### config.mk
export PLATFORM = sky130hd
export DESIGN_NAME = vec_packer
export DESIGN_NICKNAME = d
export VERILOG_FILES = /design/src/rtl/vec_packer.sv
export SDC_FILE = /design/constraint.sdc
export NUM_CORES = 1
export LEC_CHECK = 0
export CORE_MARGIN = 3
export CORE_UTILIZATION = 45
export DETAILED_ROUTE_END_ITERATION = 16
export GPL_TIMING_DRIVEN = 0
export PLACE_DENSITY = 0.79
export SLEW_MARGIN = 10
export SYNTH_ARGS = -nofsm -noshare
export SYNTH_HDL_FRONTEND = slang
export SYNTH_SLANG_ARGS = --single-unit
### constraint.sdc
create_clock -name clk -period 4.6 [get_ports clk]
set_clock_uncertainty 0.2 [all_clocks]
set_input_delay 1.38 -clock clk [delete_from_list [all_inputs] [get_ports clk]]
set_output_delay 1.38 -clock clk [all_outputs]
set_load 0.02 [all_outputs]
### src/rtl/vec_packer.sv
// Packs a stream of signed 8-bit samples into 4-sample vectors
// and buffers whole vectors in a small FIFO for a downstream consumer.
module vec_packer #(
  parameter int FIFO_DEPTH = 2
) (
  input  logic                          clk,
  input  logic                          arst_n,
  input  logic signed [7:0]             din,
  input  logic                          din_valid,
  output logic                          din_ready,
  input  logic                          flush,
  output logic signed [7:0]             X1,
  output logic signed [7:0]             X2,
  output logic signed [7:0]             X3,
  output logic signed [7:0]             X4,
  output logic                          valid,
  input  logic                          ready,
  output logic [$clog2(FIFO_DEPTH):0]   level,
  output logic [1:0]                    partial
);

  localparam int PW = $clog2(FIFO_DEPTH);
  localparam int LW = PW + 1;

  typedef enum logic [1:0] {
    COLLECT,
    LAST,
    STALL
  } state_t;

  state_t state, state_nxt;

  logic [31:0]       mem [FIFO_DEPTH];
  logic [PW-1:0]     wr_ptr, rd_ptr;
  logic signed [7:0] slot0, slot1, slot2;
  logic [1:0]        cnt, cnt_nxt;
  logic              rdy_en;
  logic              full, pop, push;
  logic              space, accept;
  logic [31:0]       vec, head;

  assign full   = level == LW'(FIFO_DEPTH);
  assign valid  = level != '0;
  assign pop    = valid && ready;
  assign space  = !full || pop;

  // rdy_en keeps din_ready low in reset and for the first
  // cycle after release.
  assign din_ready = rdy_en && (state == COLLECT || space);
  assign accept    = din_valid && din_ready;

  // A held-off flush (no space) still lets the sample land.
  assign push = (accept && cnt == 2'd3)
             || (flush && space && (accept || cnt != 2'd0));

  always_comb begin
    vec = '0;
    if (cnt > 2'd0)
      vec[7:0] = slot0;
    else if (accept)
      vec[7:0] = din;
    if (cnt > 2'd1)
      vec[15:8] = slot1;
    else if (accept && cnt == 2'd1)
      vec[15:8] = din;
    if (cnt > 2'd2)
      vec[23:16] = slot2;
    else if (accept && cnt == 2'd2)
      vec[23:16] = din;
    if (accept && cnt == 2'd3)
      vec[31:24] = din;
  end

  always_comb begin
    cnt_nxt = cnt;
    if (push)
      cnt_nxt = 2'd0;
    else if (accept)
      cnt_nxt = cnt + 2'd1;
  end

  always_comb begin
    state_nxt = state;
    unique case (state)
      COLLECT: begin
        if (accept && !push && cnt == 2'd2)
          state_nxt = LAST;
      end
      LAST: begin
        if (push)
          state_nxt = COLLECT;
        else if (!space)
          state_nxt = STALL;
      end
      STALL: begin
        if (push)
          state_nxt = COLLECT;
        else if (space)
          state_nxt = LAST;
      end
      default: state_nxt = COLLECT;
    endcase
  end

  always_ff @(posedge clk or negedge arst_n) begin
    if (!arst_n) begin
      state  <= COLLECT;
      cnt    <= 2'd0;
      rdy_en <= 1'b0;
      slot0  <= '0;
      slot1  <= '0;
      slot2  <= '0;
    end else begin
      state  <= state_nxt;
      cnt    <= cnt_nxt;
      rdy_en <= 1'b1;
      if (accept && !push) begin
        unique case (1'b1)
          cnt == 2'd0: slot0 <= din;
          cnt == 2'd1: slot1 <= din;
          default:     slot2 <= din;
        endcase
      end
    end
  end

  always_ff @(posedge clk or negedge arst_n) begin
    if (!arst_n) begin
      wr_ptr <= '0;
      rd_ptr <= '0;
      level  <= '0;
    end else begin
      if (push)
        wr_ptr <= wr_ptr + PW'(1);
      if (pop)
        rd_ptr <= rd_ptr + PW'(1);
      unique case (1'b1)
        push && !pop: level <= level + LW'(1);
        pop && !push: level <= level - LW'(1);
        default:      level <= level;
      endcase
    end
  end

  always_ff @(posedge clk) begin
    if (push)
      mem[wr_ptr] <= vec;
  end

  assign head    = valid ? mem[rd_ptr] : '0;
  assign X1      = head[7:0];
  assign X2      = head[15:8];
  assign X3      = head[23:16];
  assign X4      = head[31:24];
  assign partial = cnt;

endmodule

# Word-level counts from Yosys, hierarchy flattened
# Memory sizes are Yosys's and may differ from the RTL's.
# Cells that the tools add are included.
# totals
mem_bits_rw	64
n_memories	1
register_bits	33
elab_cells	77
out_inout_bits	38
# memory_table
memory	depth	width	rd	rd_ports_with_merged_regs	write_ports	line	source
mem	2	32	1	0	1	33	logic [31:0] mem [FIFO_DEPTH];
# op_classes
reduce_logical	30
order_cmp	3
n_addsub	5
n_bitwise	1
n_eq_ne	9
n_mux	19
# op_table
op	count
$mux 8	7
$mux 32	1
$mux 2	7
$logic_and 1x1->1	12
$eq 2x2->1 const B	4
$reduce_bool 2->1	4
$ne 3x3->1 const B	2
$pmux 2 s3	1
$reduce_and 2->1	3
$add 2x1->2 const B	2
$eq 2x1->1 const B	2
$gt 2x1->1 const B	2
$logic_not 2->1	2
$logic_or 1x1->1	4
$pmux 2 s2	1
$logic_not 1->1	3
$reduce_and 3->1	1
$add 1x1->1 const B	2
$gt 2x2->1 const B	1
$mux 1	2
$ne 2x1->1 const B	1
$reduce_or 2->1	1
$sub 2x1->2 const B	1
$not 1->1	1

# Depth between registers and ports, before layout
# Gate-level depths: netlist (run 1).
# depth
ltp_word	14
depth_mapped	9
mapped_depth_nobuf	9

# Worst setup path before layout (run 1)
# No wires, ideal clock.
# synth_timing
kind	input to register
startpoint	input ready
endpoint	memory mem[0][0], enable pin
setup_ns	0.421
path_buffers	1
path_stages	5
arrival_ns	3.395
slack_ns	0.584
t_required_ns	3.979
cell_sequence	or3b_1 > buf_2 > o211a_1 > o21ai_0 > nor2_1
# synth_between
elab_chain_len	10
# synth_rtl
item	line	source
start, declared	17	input logic ready,
$logic_and 1x1->1 *	44	assign pop = valid && ready;
$logic_or 1x1->1 *	45	assign space = !full || pop;
$logic_or 1x1->1	49	assign din_ready = rdy_en && (state == COLLECT || space);
$logic_and 1x1->1	49	
$logic_and 1x1->1	50	assign accept = din_valid && din_ready;
$logic_or 1x1->1	54	|| (flush && space && (accept || cnt != 2'd0));
$logic_and 1x1->1	54	
$logic_or 1x1->1 *	54	
$mux 1 *	146	if (push)
$mux 1 (implied by the code) *	147	mem[wr_ptr] <= vec;
end, declared	33	
# Every way passes the cells marked *; elsewhere a longest branch is shown, timed or not.

# Final worst setup path (run 1)
# layout_timing
startpoint	input ready
endpoint	output din_ready
# layout_between
elab_chain_len	4
# layout_rtl
item	line	source
$logic_and 1x1->1	44	
$logic_or 1x1->1	45	
$logic_or 1x1->1	49	
$logic_and 1x1->1	49	
end, declared	10	output logic din_ready,
# Every way passes these cells.

==> results of run 1 <==
[layout by cell type (no fill, tap or decap), drive strengths merged, types with 8 or more instances in the layout]
cell type	Yosys	layout
edfxtp	64	64
dfrtp	33	33
o31ai	9	9
nand2	18	18
buf	5	8
clkdlybuf4s50	0	48
clkbuf	10	19
mux2i	32	32
mux2	31	31
nor2	55	55
[power by group]
part	internal, mW	total [mW]	switching [mW]
Combinational	0.672	1.49	0.815
Sequential	1.21	1.32	0.108
Clock	0.200	0.500	0.300
Total	2.08	3.30	1.22
[logic make-up after synthesis]
kind of cell | count (synthesis) | share of synthesized area (%)
flip-flops | 97 | 65.5
AND/OR/NAND/NOR | 84 | 8.55
multiplexers | 63 | 15.9
AO/OA/AOI/OAI | 28 | 5.04
buffers and inverters | 20 | 1.88
adder cells (fa/ha/maj) | 6 | 1.79
XOR/XNOR | 6 | 1.25
other | 1 | 0.0893
[synth_stat cells (all sizes together)]
cell type	n
o21ai	5
a41oi	1
nand2b	1
nand3	3
conb	1
mux2i	32
nor2	55
ha	6
a22o	7
xor2	2
clkbuf	10
a32o	1
nor4	1
nand2	18
and2	1
dfrtp	33
o211a	1
a21oi	1
o211ai	1
mux2	31
buf	5
edfxtp	64
o32ai	1
xnor2	4
inv	5
a21o	1
nor3b	1
and3	3
o31ai	9
or3b	1
[what timing repair did]
action,4_1_cts,5_1_grt
gates resized for setup,3,0
hold endpoints to repair,0,0
endpoints found under the setup margin,1,0
hold buffers,0,0
setup buffers,1,0
[worst paths after layout]
check | from | to | slack [ns] | cells past startpoint
max in group asynchronous | arst_n | slot0[1] | 2.86 | 1
min in group asynchronous | arst_n | partial[0] | 0.86 | 1
worst min-delay path | slot0[6] | slot0[6] | 0.31 | 1
worst max-delay path | ready | din_ready | 0.15 | 6
worst max register to register | level[0] | level[1] | 1.72 | 7
worst min register to register | slot0[6] | slot0[6] | 0.31 | 1
[per-layer routing]
metal / vias up / global-route usage, % / wire (microns)
met4: 0 / 4.94 / 122
li1: 1232 / - / -
met1: 1248 / 20.4 / 3370
met5: - / 0 / 0
met3: 14 / 4.26 / 353
met2: 63 / 28.2 / 4180
[metrics by stage]
step / TNS [ns] / power [mW] / hold WS, ns / worst slack, ns / utilization, %
floorplan: 0 / 2.24 / 0.260 / 0.584 / -
global placement: -23.84 / 2.77 / 0.282 / -0.732 / 54.4
detailed placement: -0.510 / 2.83 / 0.292 / -0.510 / 54.6
CTS: 0 / 3.33 / 0.314 / 0.154 / 56.8
global route: 0 / 3.50 / 0.329 / 0.0679 / 56.8
finish: 0 / 3.30 / 0.312 / 0.147 / 56.8
[worst register-to-register path: stages (launching register included)]
cell and delay, ns:
dfrtp_1 0.46, or3b_1 0.39, buf_2 0.17, o211a_1 0.33
o21ai_0 0.56, ha_1 0.38, nor2_1 0.14, xor2_1 0.17
[area by class of cell]
| cell class | instances | share of cell area [%] |
|---|---|---|
| buffer | 15 | 1.19 |
| sequential | 97 | 54.4 |
| clock inverter | 7 | 1.07 |
| inverter | 5 | 0.372 |
| timing repair buffer | 52 | 10.3 |
| tap | 108 | 2.68 |
| clock buffer | 9 | 2.45 |
| multi-input combinational | 188 | 27.5 |
[flip-flops by register name (all words and copies together) (netlist names)]
register  flops
slot0         8
rdy_en        1
state         2
slot1         8
wr_ptr        1
rd_ptr        1
level         2
partial       2
mem          64
slot2         8
==> out/summary.md, run 1 <==
* **Post-Syn Instances** 305
* **number of buffer and inverter instances along the worst setup path** 4
* **Least-Margin Pin Slew** 0.822 ns
* **per-cell routed wire length** 16.7 microns
* **Std-Cell Rows** 34
* **number of levels the H-tree was split into** 3
* **max-capacitance violation count** 0
* **setup repair after global routing missed its margin** false
* **synthesis-to-finish area growth** 20.3%
* **path category of the worst min-delay check** flip-flop to flip-flop
* **number of nets in the layout** 387
* **number of buffers created by CTS** 9
* **largest net degree at the start of global routing** 34
* **Critical Path AT** 2.87 ns
* **register bit total from synthesis** 97
* **latest clock arrival within the worst-skew pair** 0.37 ns
* **overflow left after global routing** 0
* **fill cell count** 697
* **run status** finished, final reports clean
* **post-synthesis cell type with the largest combined area** edfxtp_1
* **vias** 2,557
* **global router's overall resource usage** 16.4%
* **detailed-route wire length** 8.03 mm
* **combined area of the multi-input logic cells** 1390 sq um
* **Num Clock Sinks** 97
* **ANT nets after route** 0
* **total iterations of the first detailed-routing run** 4
* **mean post-synth cell area** 13.8 sq um
* **weighted congestion reported at the end of routability-driven placement** 0.838
* **post-synthesis sequential area ratio** 65.5%
* **clock tree from TritonCTS** built
* **number of design rule violations left after detail routing** 0
* **initial drt markers** 149
* **cell area after synthesis** 4200 sq um
* **count of buffers inserted at the top-level ports** 50
* **DP HPWL** 5.79 mm
* **maximum resistive drop on vdd** 263 uV
* **initial antenna violation count** 0
* **number of standard cells in the final layout excluding fillers** 481
* **largest incremental delay on the critical path** 0.43 ns
* **final hold violations** 0
* **final setup fails** 0
* **Slew HR** 45.2%
* **DIE AREA** 10,500 sq um
* **instance count after placement with tap cells included** 464
* **reported leakage power** 1.96 nW
* **endpoint class of the critical path** output port
* **largest fanout on the critical path** 6
* **wire length of the first global-routing pass** 12.8 mm
* **launching element type of the critical path** input pin
* **clock slew seen by the registers of the worst setup and hold paths** 0.09 ns
* **highest clock frequency the design can meet** 225 MHz
* **highest-delay cell along the critical path** clkdlybuf4s50_1
* **final cycle utilization of the critical path** 96.8%
* **time the worst path needs with I/O delays and setup** 4.45 ns
* **master cell of the clock root buffer** clkbuf_8
* **Avg Vias per Cell** 5.32
* **total placed instance area** 4860 sq um
* **initial core utilization** 47.2%
* **power per standard cell area** 654 nW/um^2
* **count of inserted antenna diode cells** 0
* **final standard cell area without fillers** 5050 sq um
* **critical path's top delay family** buffers and inverters
* **layout cell share with drive strength beyond 1** 15.3%
* **list of cells traversed by the critical path** clkdlybuf4s50_1 -> or3b_1 -> buf_2 -> o21ai_4 -> inv_1 -> dlygate4sd2_1
* **worst setup path category** input pin to output port
* **Yosys warnings** 0
* **number of global-route vias before repair** 2,516
* **Yosys cell types** 33
* **Core Box Area** 8890 sq um
* **number of nets produced by synthesis** 324
* **number of ports placed on the die boundary** 51
* **area share of the largest cell type after synthesis** 45.8%
* **Final Max Slew Viols** 0
* **buffers from clock root to sink, at most** 2
* **Synth area leaders** edfxtp_1 (46%), dfrtp_1 (20%), mux2_2 (8.3%)
* **area of all sequential standard cells** 2750 sq um
* **die outline height** 103 microns
* **die extent in x** 103 microns
* **Data required, critical path** 3.02 ns
(Power assumes the default switching activity.)
==> run 2: changes to the inputs <==
--- a/config.mk
+++ b/config.mk
@@ -5,7 +5,7 @@
 export SDC_FILE = /design/constraint.sdc
 export NUM_CORES = 1
 export LEC_CHECK = 0
-export CORE_MARGIN = 3
+export CORE_MARGIN = 4
 export CORE_UTILIZATION = 45
 export DETAILED_ROUTE_END_ITERATION = 16
 export GPL_TIMING_DRIVEN = 0
==> out/summary.md, run 2 (synthesis gave the netlist of run 1 again) <==
* **maximum resistive drop on vdd** 268 uV
* **Critical Path AT** 2.88 ns
* **initial drt markers** 132
* **die outline height** 105 microns
* **final hold violations** 0
* **Worst Reg-to-Reg Cells** 7
* **Final Max Slew Viols** 0
* **ANT nets after route** 0
* **max-capacitance violation count** 0
* **most flop-heavy register** mem
* **count of inserted antenna diode cells** 0
* **global router's overall resource usage** 15.0%
* **final cycle utilization of the critical path** 96.9%
* **end of the worst hold path** slot0[4]
* **Data required, critical path** 3.02 ns
* **number of design rule violations left after detail routing** 0
* **hold bufs inserted after CTS** 0
* **wire length of the first global-routing pass** 12.7 mm
* **commonest non-fill, non-tap cell in the layout** edfxtp_1
* **Avg Vias per Cell** 5.22
* **setup TNS after final layout** 0 ns
* **combined area of the multi-input logic cells** 1390 sq um
* **commonest cells after routing, fill and taps aside** edfxtp_1 (64), nor2_1 (54), clkdlybuf4s50_1 (48), dfrtp_1 (33), mux2i_1 (32)
* **buffers from clock root to sink, at most** 2
* **Num Clock Sinks** 97
* **master cell of the clock root buffer** clkbuf_8
* **worst setup path category** input pin to output port
* **run status** finished, final reports clean
* **count of buffers inserted at the top-level ports** 50
* **instance count after placement with tap cells included** 464
* **number of global-route vias before repair** 2,530
* **final setup fails** 0
* **largest incremental delay on the critical path** 0.43 ns
* **time the worst path needs with I/O delays and setup** 4.46 ns
* **number of nets in the layout** 387
* **setup repair after global routing missed its margin** false
* **DP HPWL** 5.76 mm
* **detailed-route wire length** 7.97 mm
* **clock tree from TritonCTS** built
* **endpoint of the most critical register-to-register path** level[1]
* **number of levels the H-tree was split into** 3
* **synthesis-to-finish area growth** 21.2%
* **weighted congestion reported at the end of routability-driven placement** 0.835
* **initial antenna violation count** 0
* **setup slack of the critical path after layout** 0.143 ns
* **total iterations of the first detailed-routing run** 4
* **number of buffer and inverter instances along the worst setup path** 4
* **worst hold path cell count** 1
* **Slew HR** 46.6%
* **reported leakage power** 1.98 nW
* **critical path's top delay family** buffers and inverters
* **endpoint class of the critical path** output port
* **highest clock frequency the design can meet** 224 MHz
* **list of cells traversed by the critical path** clkdlybuf4s50_1 -> or3b_1 -> buf_2 -> o21ai_4 -> inv_1 -> dlygate4sd2_1
* **R2R Setup Slk** 1.75 ns
* **overflow left after global routing** 0
* **DIE AREA** 10,900 sq um
* **number of standard cells in the final layout excluding fillers** 481
* **path category of the worst min-delay check** flip-flop to flip-flop
* **Core Box Area** 8890 sq um
* **Std-Cell Rows** 34
* **layout cell share with drive strength beyond 1** 14.7%
* **fill cell count** 711
* **largest fanout on the critical path** 6
* **power per standard cell area** 665 nW/um^2
* **reg-to-reg startpoint** level[0]
* **area of all sequential standard cells** 2750 sq um
* **placement-stage worst setup slack** -0.527 ns
* **max reg flops** 64
* **initial core utilization** 47.2%
* **vias** 2,513
* **HP Start** slot0[4]
* **post-layout util** 57.2%
* **die extent in x** 105 microns
* **per-cell routed wire length** 16.6 microns
* **number of buffers created by CTS** 9
* **largest net degree at the start of global routing** 34
* **latest clock arrival within the worst-skew pair** 0.35 ns
* **clock slew seen by the registers of the worst setup and hold paths** 0.09 ns
* **number of ports placed on the die boundary** 51
* **highest-delay cell along the critical path** clkdlybuf4s50_1
* **launching element type of the critical path** input pin
* **Least-Margin Pin Slew** 0.800 ns
run 2: worst max path at each step:
stage / startpoint / end / slack [ns] / depth (start not counted)
4_1_cts: ready / din_ready / 0.14 / 6
6_report: ready / din_ready / 0.14 / 6
3_3_place_gp: ready / mem[0][0] / -0.75 / 6
3_5_place_dp: ready / din_ready / -0.53 / 6
2_1_floorplan: ready / mem[0][0] / 0.58 / 5
5_1_grt: ready / din_ready / 0.05 / 6
run 2: what timing repair did:
item	4_1_cts	5_1_grt
resized for setup	3	0
setup endpoints to repair	1	0
setup buffers	1	0
run 2: layer usage:
metal,GRT usage (%),part of all wire (%),up-vias
met2,25.8,51,52
li1,-,-,1227
met1,18.2,43,1225
met5,0,0,-
met3,3.58,3.6,9
met4,6.19,1.9,0
run 2: area by class of cell:
class | count | share of cell area, %
Inverter | 5 | 0.369
Sequential cell | 97 | 54.0
Buffer | 15 | 1.18
Multi-Input combinational cell | 188 | 27.3
Clock inverter | 5 | 1.60
Timing Repair Buffer | 52 | 10.3
Clock buffer | 11 | 2.58
Tap cell | 108 | 2.66
run 2: metrics by stage:
| stage | hold WS [ns] | instance area (sq um) | power [mW] |
|---|---|---|---|
| 3_3_place_gp | 0.282 | 4830 | 2.77 |
| 4_1_cts | 0.312 | 5090 | 3.41 |
| 5_1_grt | 0.332 | 5090 | 3.57 |
| 2_1_floorplan | 0.260 | 4200 | 2.24 |
| 3_5_place_dp | 0.292 | 4860 | 2.83 |
| 6_report | 0.307 | 5090 | 3.38 |
run 2: power by group:
group,total (mW),switching (mW),leakage [nW],internal (mW)
combinational,1.49,0.812,0.873,0.673
sequential,1.31,0.107,1.01,1.21
clock,0.581,0.275,0.104,0.307
